--- src/rtl/serial_tx_framer_pkg.sv ---
// Shared constants for the transmit framer and the matching receiver:
// the COM idle/alignment symbol, default alignment length and FSM states.
package serial_tx_framer_pkg;

  localparam int         DEF_WIDTH       = 8;
  localparam logic [7:0] DEF_COM_SYMBOL  = 8'hBC;
  localparam int         DEF_ALIGN_COUNT = 4;

  typedef enum logic {
    ST_ALIGN = 1'b0,
    ST_RUN   = 1'b1
  } tx_state_e;

endpackage

--- src/rtl/serial_tx_framer_if.sv ---
// Byte-wide valid/ready handshake between the upstream source (master)
// and the serial framer (slave).
interface serial_tx_framer_if #(
  parameter int WIDTH = 8
);

  logic [WIDTH-1:0] data_in;
  logic             valid_in;
  logic             ready_out;

  modport master (
    output data_in,
    output valid_in,
    input  ready_out
  );

  modport slave (
    input  data_in,
    input  valid_in,
    output ready_out
  );

endinterface

--- src/rtl/serial_tx_framer_tx_shifter.sv ---
// Symbol shifter: walks the current symbol MSB-first, one bit per clock,
// and picks the next symbol (loaded byte or COM) at each symbol boundary.
module serial_tx_framer_tx_shifter
  import serial_tx_framer_pkg::*;
#(
  parameter int               WIDTH      = DEF_WIDTH,
  parameter logic [WIDTH-1:0] COM_SYMBOL = DEF_COM_SYMBOL
) (
  input  logic             i_clk,
  input  logic             i_rst,
  input  logic             i_load,
  input  logic [WIDTH-1:0] i_load_data,
  output logic             o_boundary,
  output logic             o_serial,
  output logic             o_sending
);

  localparam int             CW      = (WIDTH > 1) ? $clog2(WIDTH) : 1;
  localparam logic [CW-1:0]  LASTIDX = CW'(WIDTH - 1);
  localparam logic [CW-1:0]  ONE     = CW'(1);

  logic [WIDTH-1:0] r_sym;
  logic             r_is_data;
  logic [CW-1:0]    r_bit_cnt;
  logic             r_serial;
  logic             r_sending;
  logic             w_boundary;

  assign w_boundary = (r_bit_cnt == LASTIDX);
  assign o_boundary = w_boundary;
  assign o_serial   = r_serial;
  assign o_sending  = r_sending;

  // Output bit and the data flag are both taken from the pre-edge symbol,
  // so sending_data stays aligned with the bit it qualifies.
  always_ff @(posedge i_clk) begin
    if (i_rst) begin
      r_sym     <= COM_SYMBOL;
      r_is_data <= 1'b0;
      r_bit_cnt <= '0;
      r_serial  <= 1'b0;
      r_sending <= 1'b0;
    end else begin
      r_serial  <= r_sym[LASTIDX - r_bit_cnt];
      r_sending <= r_is_data;
      if (w_boundary) begin
        r_bit_cnt <= '0;
        if (i_load) begin
          r_sym     <= i_load_data;
          r_is_data <= 1'b1;
        end else begin
          r_sym     <= COM_SYMBOL;
          r_is_data <= 1'b0;
        end
      end else begin
        r_bit_cnt <= r_bit_cnt + ONE;
      end
    end
  end

endmodule

--- src/rtl/serial_tx_framer.sv ---
// Transmit framer top: one-entry holding buffer, valid/ready handshake and
// the ALIGN/RUN sequencer that sends COM symbols until the link is aligned.
module serial_tx_framer
  import serial_tx_framer_pkg::*;
#(
  parameter int               WIDTH       = DEF_WIDTH,
  parameter logic [WIDTH-1:0] COM_SYMBOL  = DEF_COM_SYMBOL,
  parameter int               ALIGN_COUNT = DEF_ALIGN_COUNT
) (
  input  logic                clk_32f,
  input  logic                rst,
  serial_tx_framer_if.slave   bus,
  output logic                serial_out,
  output logic                sending_data,
  output logic                aligned
);

  localparam int              CNTW     = $clog2(ALIGN_COUNT + 1);
  localparam logic [CNTW-1:0] LAST_COM = CNTW'(ALIGN_COUNT - 1);
  localparam logic [CNTW-1:0] CNT_ONE  = CNTW'(1);

  tx_state_e        r_state;
  logic [CNTW-1:0]  r_com_cnt;
  logic [WIDTH-1:0] r_hold;
  logic             r_hold_full;

  logic w_boundary;
  logic w_ready;
  logic w_accept;
  logic w_load;

  // Ready comes only from registers, so valid_in never loops back to ready.
  assign w_ready       = (r_state == ST_RUN) && !r_hold_full;
  assign w_accept      = bus.valid_in && w_ready;
  assign w_load        = (r_state == ST_RUN) && r_hold_full && w_boundary;
  assign bus.ready_out = w_ready;
  assign aligned       = (r_state == ST_RUN);

  // Accept and load are exclusive: accept needs an empty buffer, load a full one.
  always_ff @(posedge clk_32f) begin
    if (rst) begin
      r_state     <= ST_ALIGN;
      r_com_cnt   <= '0;
      r_hold      <= '0;
      r_hold_full <= 1'b0;
    end else begin
      if (w_accept) begin
        r_hold      <= bus.data_in;
        r_hold_full <= 1'b1;
      end else if (w_load) begin
        r_hold_full <= 1'b0;
      end
      if (w_boundary && (r_state == ST_ALIGN)) begin
        r_com_cnt <= r_com_cnt + CNT_ONE;
        if (r_com_cnt == LAST_COM) begin
          r_state <= ST_RUN;
        end
      end
    end
  end

  serial_tx_framer_tx_shifter #(
    .WIDTH      (WIDTH),
    .COM_SYMBOL (COM_SYMBOL)
  ) u_shifter (
    .i_clk       (clk_32f),
    .i_rst       (rst),
    .i_load      (w_load),
    .i_load_data (r_hold),
    .o_boundary  (w_boundary),
    .o_serial    (serial_out),
    .o_sending   (sending_data)
  );

endmodule
--- src/flat_wrapper.sv ---
// flat-port wrapper written by rule: the top's interface ports become plain ports
module serial_tx_framer_flat import serial_tx_framer_pkg::*;
#(
  parameter int               WIDTH       = DEF_WIDTH,
  parameter logic [WIDTH-1:0] COM_SYMBOL  = DEF_COM_SYMBOL,
  parameter int               ALIGN_COUNT = DEF_ALIGN_COUNT
)
  (clk_32f, rst, serial_out, sending_data, aligned, bus_data_in, bus_valid_in, bus_ready_out);
  serial_tx_framer_if #(.WIDTH(WIDTH)) bus_i ();
  input  logic clk_32f;
  input  logic rst;
  output logic serial_out;
  output logic sending_data;
  output logic aligned;
  input wire logic [$bits(bus_i.data_in)-1:0] bus_data_in;
  input wire logic [$bits(bus_i.valid_in)-1:0] bus_valid_in;
  output wire logic [$bits(bus_i.ready_out)-1:0] bus_ready_out;
  assign bus_i.data_in = bus_data_in;
  assign bus_i.valid_in = bus_valid_in;
  assign bus_ready_out = bus_i.ready_out;
  serial_tx_framer #(.WIDTH(WIDTH), .COM_SYMBOL(COM_SYMBOL), .ALIGN_COUNT(ALIGN_COUNT)) u_core (.clk_32f(clk_32f), .rst(rst), .bus(bus_i), .serial_out(serial_out), .sending_data(sending_data), .aligned(aligned));
endmodule
--- config.mk ---
export PLATFORM = sky130hd
export DESIGN_NAME = serial_tx_framer_flat
export DESIGN_NICKNAME = d
export VERILOG_FILES = /design/src/rtl/serial_tx_framer_pkg.sv /design/src/rtl/serial_tx_framer_if.sv /design/src/rtl/serial_tx_framer_tx_shifter.sv /design/src/rtl/serial_tx_framer.sv /design/src/flat_wrapper.sv
export SDC_FILE = /design/constraint.sdc
export NUM_CORES = 1
export LEC_CHECK = 0
export CORE_UTILIZATION = 54
export CTS_BUF_LIST = sky130_fd_sc_hd__clkbuf_4 sky130_fd_sc_hd__clkbuf_8
export CTS_CLUSTER_DIAMETER = 60
export DETAILED_ROUTE_END_ITERATION = 10
export GPL_TIMING_DRIVEN = 0
export PLACE_DENSITY = 0.79
export SLEW_MARGIN = 20
export SYNTH_ARGS = -nofsm -noshare
export SYNTH_HDL_FRONTEND = slang
export SYNTH_HIERARCHICAL = 1
export SYNTH_SLANG_ARGS = --single-unit
--- constraint.sdc ---
create_clock -name clk_32f -period 1.9 [get_ports clk_32f]
set_input_delay 0.38 -clock clk_32f [delete_from_list [all_inputs] [get_ports clk_32f]]
set_output_delay 0.38 -clock clk_32f [all_outputs]
set_load 0.01 [all_outputs]
==> reports/results.tsv, run 1 <==
stage	metric	value	unit
cts	clk sinks	27	
yosys	synthesized instance count	111	
routing	post-DR wirelength/cell	12.1	µm
worst_setup_path	Required @ worst endpoint	1.52	ns
worst_setup_path	WP buf/inv	1	
worst_setup_path	Setup Crit Path Kind	reg2out	
worst_setup_path	Crit path largest cell delay	0.54	ns
worst_setup_path	crit path DAT	1.40	ns
timing	FMAX	562	MHz
layout	post-layout net count	145	
timing	RSZ-0062 raised after global routing	no	
grt	Remaining Overflow, GRT	0	
worst_setup_path	crit path max-delay cell type	clkdlybuf4s50_1	
cts	post-CTS setup buffers	0	
power_and_ir_drop	maximum vdd ir drop	489	µV
die	Starting Density	0.589	
run	Max Cap Violations	0	
grt	number of global-route vias before repair	710	
timing	max-slew violation count	0	
power_and_ir_drop	clock share of power	0.279	
cts	TritonCTS Buffers	3	
timing	Fin Setup TNS	0	ns
power_and_ir_drop	Final Power	0.888	mW
die	Rows	15	
worst_hold_path	Hold Path Class	reg2reg	
power_and_ir_drop	Switching Fraction	0.203	
power_and_ir_drop	Combinational Power Share	0.066	
routing	DR vias	786	
power_and_ir_drop	Power Density	716	nW/µm²
worst_setup_path	element type at the critical path end	primary output	
power_and_ir_drop	LEAKAGE	0.459	nW
cts	clk_lat worst skew	0.31	ns
placement	IO buf count	14	
timing	Final setup viols	0	
worst_setup_path	CP cell instances	nor2b_1 -> clkdlybuf4s50_1	
grt	All-Layer GR Usage	0.207	
status	status	finished clean	
die	die footprint	2100	µm²
timing	fin crit period	1.78	ns
timing	Setup Skew	0.00289	ns
routing	vias per cell	5.10	
yosys	register area share after synthesis	0.520	
placement	gp weighted congestion	0.708	
placement	HPWL Detailed	1400	µm
yosys	synth unique cells	24	
grt	pin count of the biggest net entering global routing	15	
layout	share of cells above drive strength 1	0.0698	
routing	Pre-antenna DRT Iters	6	
timing	Worst Max-Slew Pin Slew	0.412	ns
layout	FF+latch area	542	µm²
timing	Fin. Hold Viols	0	
layout	antenna diode count	0	
yosys	mapped cell area	1040	µm²
cts	H-tree Lvls	1	
layout	Multi-input gate area	468	µm²
power_and_ir_drop	Int Pwr	0.708	mW
die	Die Width	45.9	µm
worst_setup_path	critical-path maximum fanout	8	
die	Ports	15	
layout	filler instances	155	
cts	clock buffer depth	2	
cts	cts repair resizes	0	
timing	fin crit share	0.937	
power_and_ir_drop	Seq pwr share	0.655	
cts	CTS hold repair buffers	0	
routing	Starting DRT DRC Count	15	
power_and_ir_drop	sw power	0.180	mW
routing	residual DRC count	0	
grt	initial antenna violation count	0	
routing	Final ANT Viol Nets	0	
cts	Clk Tree Root Cell	clkbuf_4	
die	Die Ht	45.9	µm
worst_setup_path	startpoint types	flip-flop	
yosys	post-synthesis register bit count	27	
cts	Clock transition at path regs	0.13	ns
yosys	Syn Area/Cell	9.36	µm²
timing	Max-slew headroom	0.726	
layout	Syn-to-layout area delta	19.5	%
routing	WL final	1860	µm
yosys	Yosys warnings	6	
cts	CTS tree	built	
grt	first-pass GRT wire length	3070	µm
worst_setup_path	CP delay by family, top	buffers and inverters	
yosys	net count after synthesis	126	
die	Core Footprint	1760	µm²
==> worst paths after layout <==
| kind | startpoint | end | slack, ns | depth (start not counted) |
|---|---|---|---|---|
| worst min-delay path | u_core/r_hold[1]$_SDFFE_PP0P_ | u_core/r_hold[1]$_SDFFE_PP0P_ | 0.47 | 2 |
| worst min register to register | u_core/r_hold[1]$_SDFFE_PP0P_ | u_core/r_hold[1]$_SDFFE_PP0P_ | 0.47 | 2 |
| worst max-delay path | u_core/aligned$_SDFFE_PP0P_ | bus_ready_out | 0.12 | 2 |
| worst max register to register | u_core/u_shifter/r_bit_cnt[1]$_SDFF_PP0_ | u_core/u_shifter/r_sym[7]$_SDFFE_PP1P_ | 0.33 | 6 |
==> logic make-up after synthesis <==
| logic type | after synthesis | synth area share |
|---|---|---|
| AND/OR/NAND/NOR | 46 | 0.219 |
| flip-flops | 27 | 0.520 |
| AO/OA/AOI/OAI | 22 | 0.120 |
| buffers and inverters | 7 | 0.0289 |
| multiplexers | 4 | 0.0542 |
| adder cells (fa/ha/maj) | 4 | 0.0482 |
| XOR/XNOR | 1 | 0.00844 |
==> cells in the final DEF, fill, tap and decap left out, types with 2 or more instances in the layout <==
cell / Yosys / routed
nand2b_1: 9 / 9
dfxtp_1: 27 / 26
nand3_1: 3 / 3
ha_1: 4 / 4
clkbuf_1: 2 / 2
nor3b_1: 2 / 2
nor2_1: 7 / 7
buf_2: 2 / 2
mux2i_1: 3 / 3
o22ai_1: 5 / 5
clkdlybuf4s50_1: 0 / 14
nand2_1: 18 / 18
nor2b_1: 3 / 3
clkbuf_4: 0 / 4
inv_1: 2 / 2
a21oi_1: 14 / 14
==> tightest hold or removal path: cells and delay by family (launching register included) <==
| family | cells | cell delay [ns] |
|---|---|---|
| compound gates | 1 | 0.05 |
| simple gates | 1 | 0.05 |
| flops | 1 | 0.33 |
==> power groups by stage <==
stage	sequential, mW	clock (mW)	combinational (mW)
2_1_floorplan	0.594	0	0.0263
3_3_place_gp	0.594	0	0.0580
3_5_place_dp	0.594	0	0.0595
4_1_cts	0.582	0.257	0.0593
5_1_grt	0.583	0.283	0.0654
6_report	0.582	0.248	0.0589
==> registers in the layout (all words and copies together) (netlist names) <==
| name | cells |
|---|---|
| u_core/u_shifter/o_serial | 1 |
| u_core/r_com_cnt | 3 |
| u_core/u_shifter/r_bit_cnt | 3 |
| u_core/u_shifter/r_sym | 8 |
| u_core/u_shifter/o_sending | 1 |
| u_core/r_hold_full | 1 |
| u_core/r_hold | 8 |
| u_core/aligned | 1 |
| u_core/u_shifter/r_is_data | 1 |
==> synthesized netlist by cell type (all sizes together) <==
| master | n | area, µm² |
|---|---|---|
| a21oi | 14 | 70.1 |
| ha | 4 | 50.1 |
| nor2 | 7 | 26.3 |
| nand2b | 9 | 56.3 |
| nand2 | 18 | 67.6 |
| a211oi | 1 | 7.51 |
| a311oi | 1 | 8.76 |
| dfxtp | 27 | 541 |
| clkbuf | 3 | 12.5 |
| nor3 | 1 | 5.00 |
| and3 | 1 | 7.51 |
| nand3b | 1 | 7.51 |
| nor2b | 3 | 18.8 |
| mux4 | 1 | 26.3 |
| buf | 2 | 10.0 |
| inv | 2 | 7.51 |
| and3b | 1 | 8.76 |
| nand3 | 3 | 15.0 |
| mux2i | 3 | 30.0 |
| o22ai | 5 | 31.3 |
| xnor2 | 1 | 8.76 |
| nor3b | 2 | 15.0 |
| a21o | 1 | 7.51 |
==> metal layers <==
metal,global-route usage,up-vias,part of all wire
met1,0.264,340,0.47
met5,0,-,0
met2,0.341,23,0.48
met4,0.0882,0,0.0075
li1,-,419,-
met3,0.0357,4,0.047
==> final cells by class <==
| class | count | area share |
|---|---|---|
| repair buffers | 14 | 0.113 |
| inverters | 2 | 0.00605 |
| multi-input cells | 77 | 0.377 |
| plain buffers | 5 | 0.0181 |
| well taps | 25 | 0.0252 |
| clock buffers | 4 | 0.0242 |
| flip-flops and latches | 27 | 0.436 |
==> through the flow <==
stage          hold WS (ns)  setup WS [ns]  area [µm²]  cells  utilization
2_1_floorplan         0.430          0.538        1040    111            -
3_3_place_gp          0.442          0.220        1210    150        0.686
3_5_place_dp          0.447          0.207        1210    150        0.686
4_1_cts               0.466         0.0307        1240    154        0.703
5_1_grt               0.484         0.0387        1240    154        0.704
6_report              0.468          0.120        1240    154        0.704
No activity file was read; power rests on OpenSTA's default activity.
==> run 2: changes to the inputs <==
TNS_END_PERCENT = 20   (was default)
==> results of run 2 <==
The final DEF is identical to that of run 1; final timing and power are the same.
==> run 3: changes to the inputs <==
PLACE_DENSITY = 0.8   (was 0.79)
SYNTH_HIERARCHICAL = default   (was 1)
==> reports/results.tsv, run 3 <==
stage	metric	value	unit	change
status	status	finished clean		unchanged
yosys	most numerous cell in the Yosys netlist	dfxtp_1		unchanged
timing	Setup Skew	0.0154	ns	was 0.00289 ns
yosys	net count after synthesis	107		was 126
yosys	asr flop ratio synth	0		unchanged
layout	fin cells	134		was 154
cts	Clk Tree Root Cell	clkbuf_4		unchanged
yosys	most common flop cell mapped by yosys	dfxtp_1		unchanged
power_and_ir_drop	Combinational Power Share	0.064		was 0.066
power_and_ir_drop	clock share of power	0.282		was 0.279
worst_hold_path	hold path start	rst		was u_core/r_hold[1]$_SDFFE_PP0P_
routing	post-DR wirelength/cell	11.5	µm	was 12.1 µm
yosys	largest area contributor in the netlist	dfxtp_1		unchanged
yosys	Syn Area/Cell	11.0	µm²	was 9.36 µm²
layout	design area	1200	µm²	was 1240 µm²
yosys	number of synthesized flops with an enable pin	0		unchanged
grt	initial antenna violation count	0		unchanged
timing	fin crit period	1.78	ns	about the same
worst_setup_path	startpoint types	flip-flop		unchanged
grt	number of global-route vias before repair	596		was 710
yosys	XOR/XNOR Fraction of Synth Area	0.00867		was 0.00843
yosys	Yosys warnings	0		was 6
grt	pin count of the biggest net entering global routing	17		was 15
grt	first-pass GRT wire length	2580	µm	was 3070 µm
yosys	most frequent cells after synthesis	27 x dfxtp_1, 16 x nor2_1, 11 x mux2i_1		was 27 x dfxtp_1, 18 x nand2_1, 14 x a21oi_1
placement	gp weighted congestion	0.776		was 0.708
yosys	post-synthesis mux area share	0.135		was 0.0542
placement	dpl cells	130		was 150
routing	Starting DRT DRC Count	9		was 15
timing	max-slew violation count	0		unchanged
layout	Regs by FF count	u_core.r_hold x8, u_core.u_shifter.r_sym x8		was u_core/r_hold x8, u_core/u_shifter/r_sym x8
cts	CTS hold repair buffers	0		unchanged
yosys	post-synthesis register bit count	27		unchanged
timing	Max-slew headroom	0.704		was 0.726
grt	Remaining Overflow, GRT	0		unchanged
layout	post-layout net count	125		was 145
cts	clock buffer depth	2		unchanged
worst_hold_path	hold endpoint	u_core.r_hold[2]$_SDFFE_PP0P_		was u_core/r_hold[1]$_SDFFE_PP0P_
worst_hold_path	Hold Path Class	in2reg		was reg2reg
cts	clk sinks	27		unchanged
layout	Syn-to-layout area delta	19.1	%	was 19.5%
power_and_ir_drop	LEAKAGE	0.522	nW	was 0.459 nW
timing	Fin. Hold Viols	0		unchanged
worst_setup_path	FF-to-FF path depth	5		was 6
power_and_ir_drop	Power Density	740	nW/µm²	was 716 nW/µm²
power_and_ir_drop	Seq pwr share	0.654		was 0.655
die	Die Width	45.2	µm	was 45.9 µm
worst_setup_path	Setup Crit Path Kind	reg2out		unchanged
die	Die Ht	45.2	µm	was 45.9 µm
placement	IO buf count	13		was 14
power_and_ir_drop	maximum vdd ir drop	582	µV	was 489 µV
worst_setup_path	FF-to-FF setup slack	0.38	ns	was 0.33 ns
routing	DR vias	684		was 786
run	Max Cap Violations	0		unchanged
worst_setup_path	Worst R2R Start	u_core.u_shifter.r_bit_cnt[0]$_SDFF_PP0_		was u_core/u_shifter/r_bit_cnt[1]$_SDFF_PP0_
cts	CTS tree	built		unchanged
timing	Fin Setup TNS	0	ns	unchanged
yosys	synth unique cells	25		was 24
die	Rows	15		unchanged
worst_setup_path	element type at the critical path end	primary output		unchanged
cts	post-CTS setup buffers	0		unchanged
yosys	top-area cell type share of the netlist area	0.535		was 0.520
placement	HPWL Detailed	1150	µm	was 1400 µm
yosys	Simple-Gate Fraction of Synth Area	0.141		was 0.219
worst_setup_path	critical-path maximum fanout	7		was 8
power_and_ir_drop	Int Pwr	0.691	mW	was 0.708 mW
worst_setup_path	FF-to-FF End	u_core.u_shifter.r_sym[2]$_SDFFE_PP1P_		was u_core/u_shifter/r_sym[7]$_SDFFE_PP1P_
layout	share of cells above drive strength 1	0.0734		was 0.0698
timing	fin crit share	0.937		about the same
layout	commonest cells after routing, fill and taps aside	26 x dfxtp_1, 16 x nor2_1, 13 x clkdlybuf4s50_1		was 26 x dfxtp_1, 18 x nand2_1, 14 x clkdlybuf4s50_1, 14 x a21oi_1, 9 x nand2b_1
layout	Multi-input gate area	442	µm²	was 468 µm²
layout	antenna diode count	0		unchanged
cts	cts repair resizes	0		unchanged
timing	Final setup viols	0		unchanged
yosys	synthesized instance count	92		was 111
worst_hold_path	Hold Path Depth	2		unchanged
timing	Worst Max-Slew Pin Slew	0.444	ns	was 0.412 ns
die	Core Footprint	1750	µm²	was 1760 µm²
yosys	complex-gate fraction of the synthesized area	0.103		was 0.120
layout	FF+latch area	542	µm²	unchanged
cts	TritonCTS Buffers	3		unchanged
yosys	adder-cell share of the synthesized area	0.0496		was 0.0482
die	die footprint	2050	µm²	was 2100 µm²
cts	Clock transition at path regs	0.15	ns	was 0.13 ns
routing	residual DRC count	0		unchanged
yosys	Synth area leaders	dfxtp_1 54%, mux2i_1 11%, nor2_1 5.9%, ha_1 5.0%, o22a_1 4.3%		was dfxtp_1 52%, a21oi_1 6.7%, nand2_1 6.5%, nand2b_1 5.4%, ha_1 4.8%
routing	Pre-antenna DRT Iters	4		was 6
cts	clk_lat worst skew	0.33	ns	was 0.31 ns
worst_setup_path	crit path DAT	1.40	ns	about the same
routing	Final ANT Viol Nets	0		unchanged
layout	filler instances	138		was 155
routing	vias per cell	5.10		about the same
die	Starting Density	0.578		was 0.589
layout	most common library cell in the layout ignoring fill and taps	dfxtp_1		unchanged
routing	WL final	1550	µm	was 1860 µm
worst_setup_path	Required @ worst endpoint	1.52	ns	about the same
yosys	mapped cell area	1010	µm²	was 1040 µm²
timing	RSZ-0062 raised after global routing	no		unchanged
power_and_ir_drop	sw power	0.199	mW	was 0.180 mW
timing	FMAX	562	MHz	about the same
worst_setup_path	CP cell instances	nor2b_1 -> clkdlybuf4s50_1		unchanged
placement	Placed Area	1170	µm²	was 1210 µm²
grt	All-Layer GR Usage	0.180		was 0.207
yosys	main combinational cell family by area after synthesis	simple AND/OR/NAND/NOR gates		unchanged
cts	H-tree Lvls	1		unchanged
power_and_ir_drop	Switching Fraction	0.224		was 0.203
yosys	register area share after synthesis	0.535		was 0.520
die	Ports	15		unchanged
power_and_ir_drop	Final Power	0.890	mW	was 0.888 mW
worst_setup_path	crit path max-delay cell type	clkdlybuf4s50_1		unchanged
worst_setup_path	Crit path largest cell delay	0.53	ns	was 0.54 ns
-- run 3: final cells by class --
type	instances	area share
sequential	27	0.451
multi-input combinational	59	0.367
timing repair buffer	13	0.108
tap	25	0.0260
clock buffer	3	0.0187
buffer	4	0.0166
clock inverter	1	0.00624
inverter	2	0.00624
-- run 3: worst max path at each step --
stage | from | to | slack [ns] | depth (start not counted)
final | u_core.aligned$_SDFFE_PP0P_ | bus_ready_out | 0.12 | 2
after global routing | u_core.aligned$_SDFFE_PP0P_ | bus_ready_out | 0.02 | 2
after CTS | u_core.aligned$_SDFFE_PP0P_ | bus_ready_out | 0.03 | 2
after detailed placement | u_core.u_shifter.r_bit_cnt[0]$_SDFF_PP0_ | u_core.u_shifter.r_sym[7]$_SDFFE_PP1P_ | 0.40 | 5
after global placement | u_core.u_shifter.r_bit_cnt[0]$_SDFF_PP0_ | u_core.u_shifter.r_sym[3]$_SDFFE_PP1P_ | 0.43 | 5
after floorplan | u_core.u_shifter.r_bit_cnt[0]$_SDFF_PP0_ | u_core.u_shifter.r_sym[2]$_SDFFE_PP1P_ | 0.53 | 5
-- run 3: power groups by stage --
stage	sequential [mW]	clock (mW)	combinational, mW
after floorplan	0.594	0	0.0284
after global placement	0.594	0	0.0564
after detailed placement	0.594	0	0.0577
after CTS	0.582	0.257	0.0579
after global routing	0.583	0.280	0.0632
final	0.582	0.250	0.0572
-- run 3: logic make-up after synthesis --
| kind of cell | count (synthesis) |
|---|---|
| AOI/OAI and AO/OA | 13 |
| xor gates and xnor gates | 1 |
| adders and majority gates | 4 |
| buffers and inverters | 6 |
| DFF | 27 |
| muxes | 12 |
| and+or+nand+nor | 29 |
-- run 3: per-stage QoR --
stage | util | setup slack, ns | hold slack [ns]
after global placement | 0.671 | 0.426 | 0.426
after floorplan | - | 0.527 | 0.416
after CTS | 0.688 | 0.0331 | 0.330
final | 0.689 | 0.120 | 0.332
after detailed placement | 0.671 | 0.399 | 0.437
after global routing | 0.689 | 0.0180 | 0.335
-- run 3: layer usage --
metal / share of wire / vias up / GRT usage
li1: - / 353 / -
met1: 0.50 / 313 / 0.242
met2: 0.46 / 16 / 0.281
met3: 0.034 / 2 / 0.0240
met4: 0.0078 / 0 / 0.0909
met5: 0 / - / 0
-- run 3: critical path, delay by kind of cell (launching register included) --
family                 cells  cell delay [ns]
buffers and inverters      1             0.53
flip-flops                 1             0.41
AND/OR/NAND/NOR            1             0.14
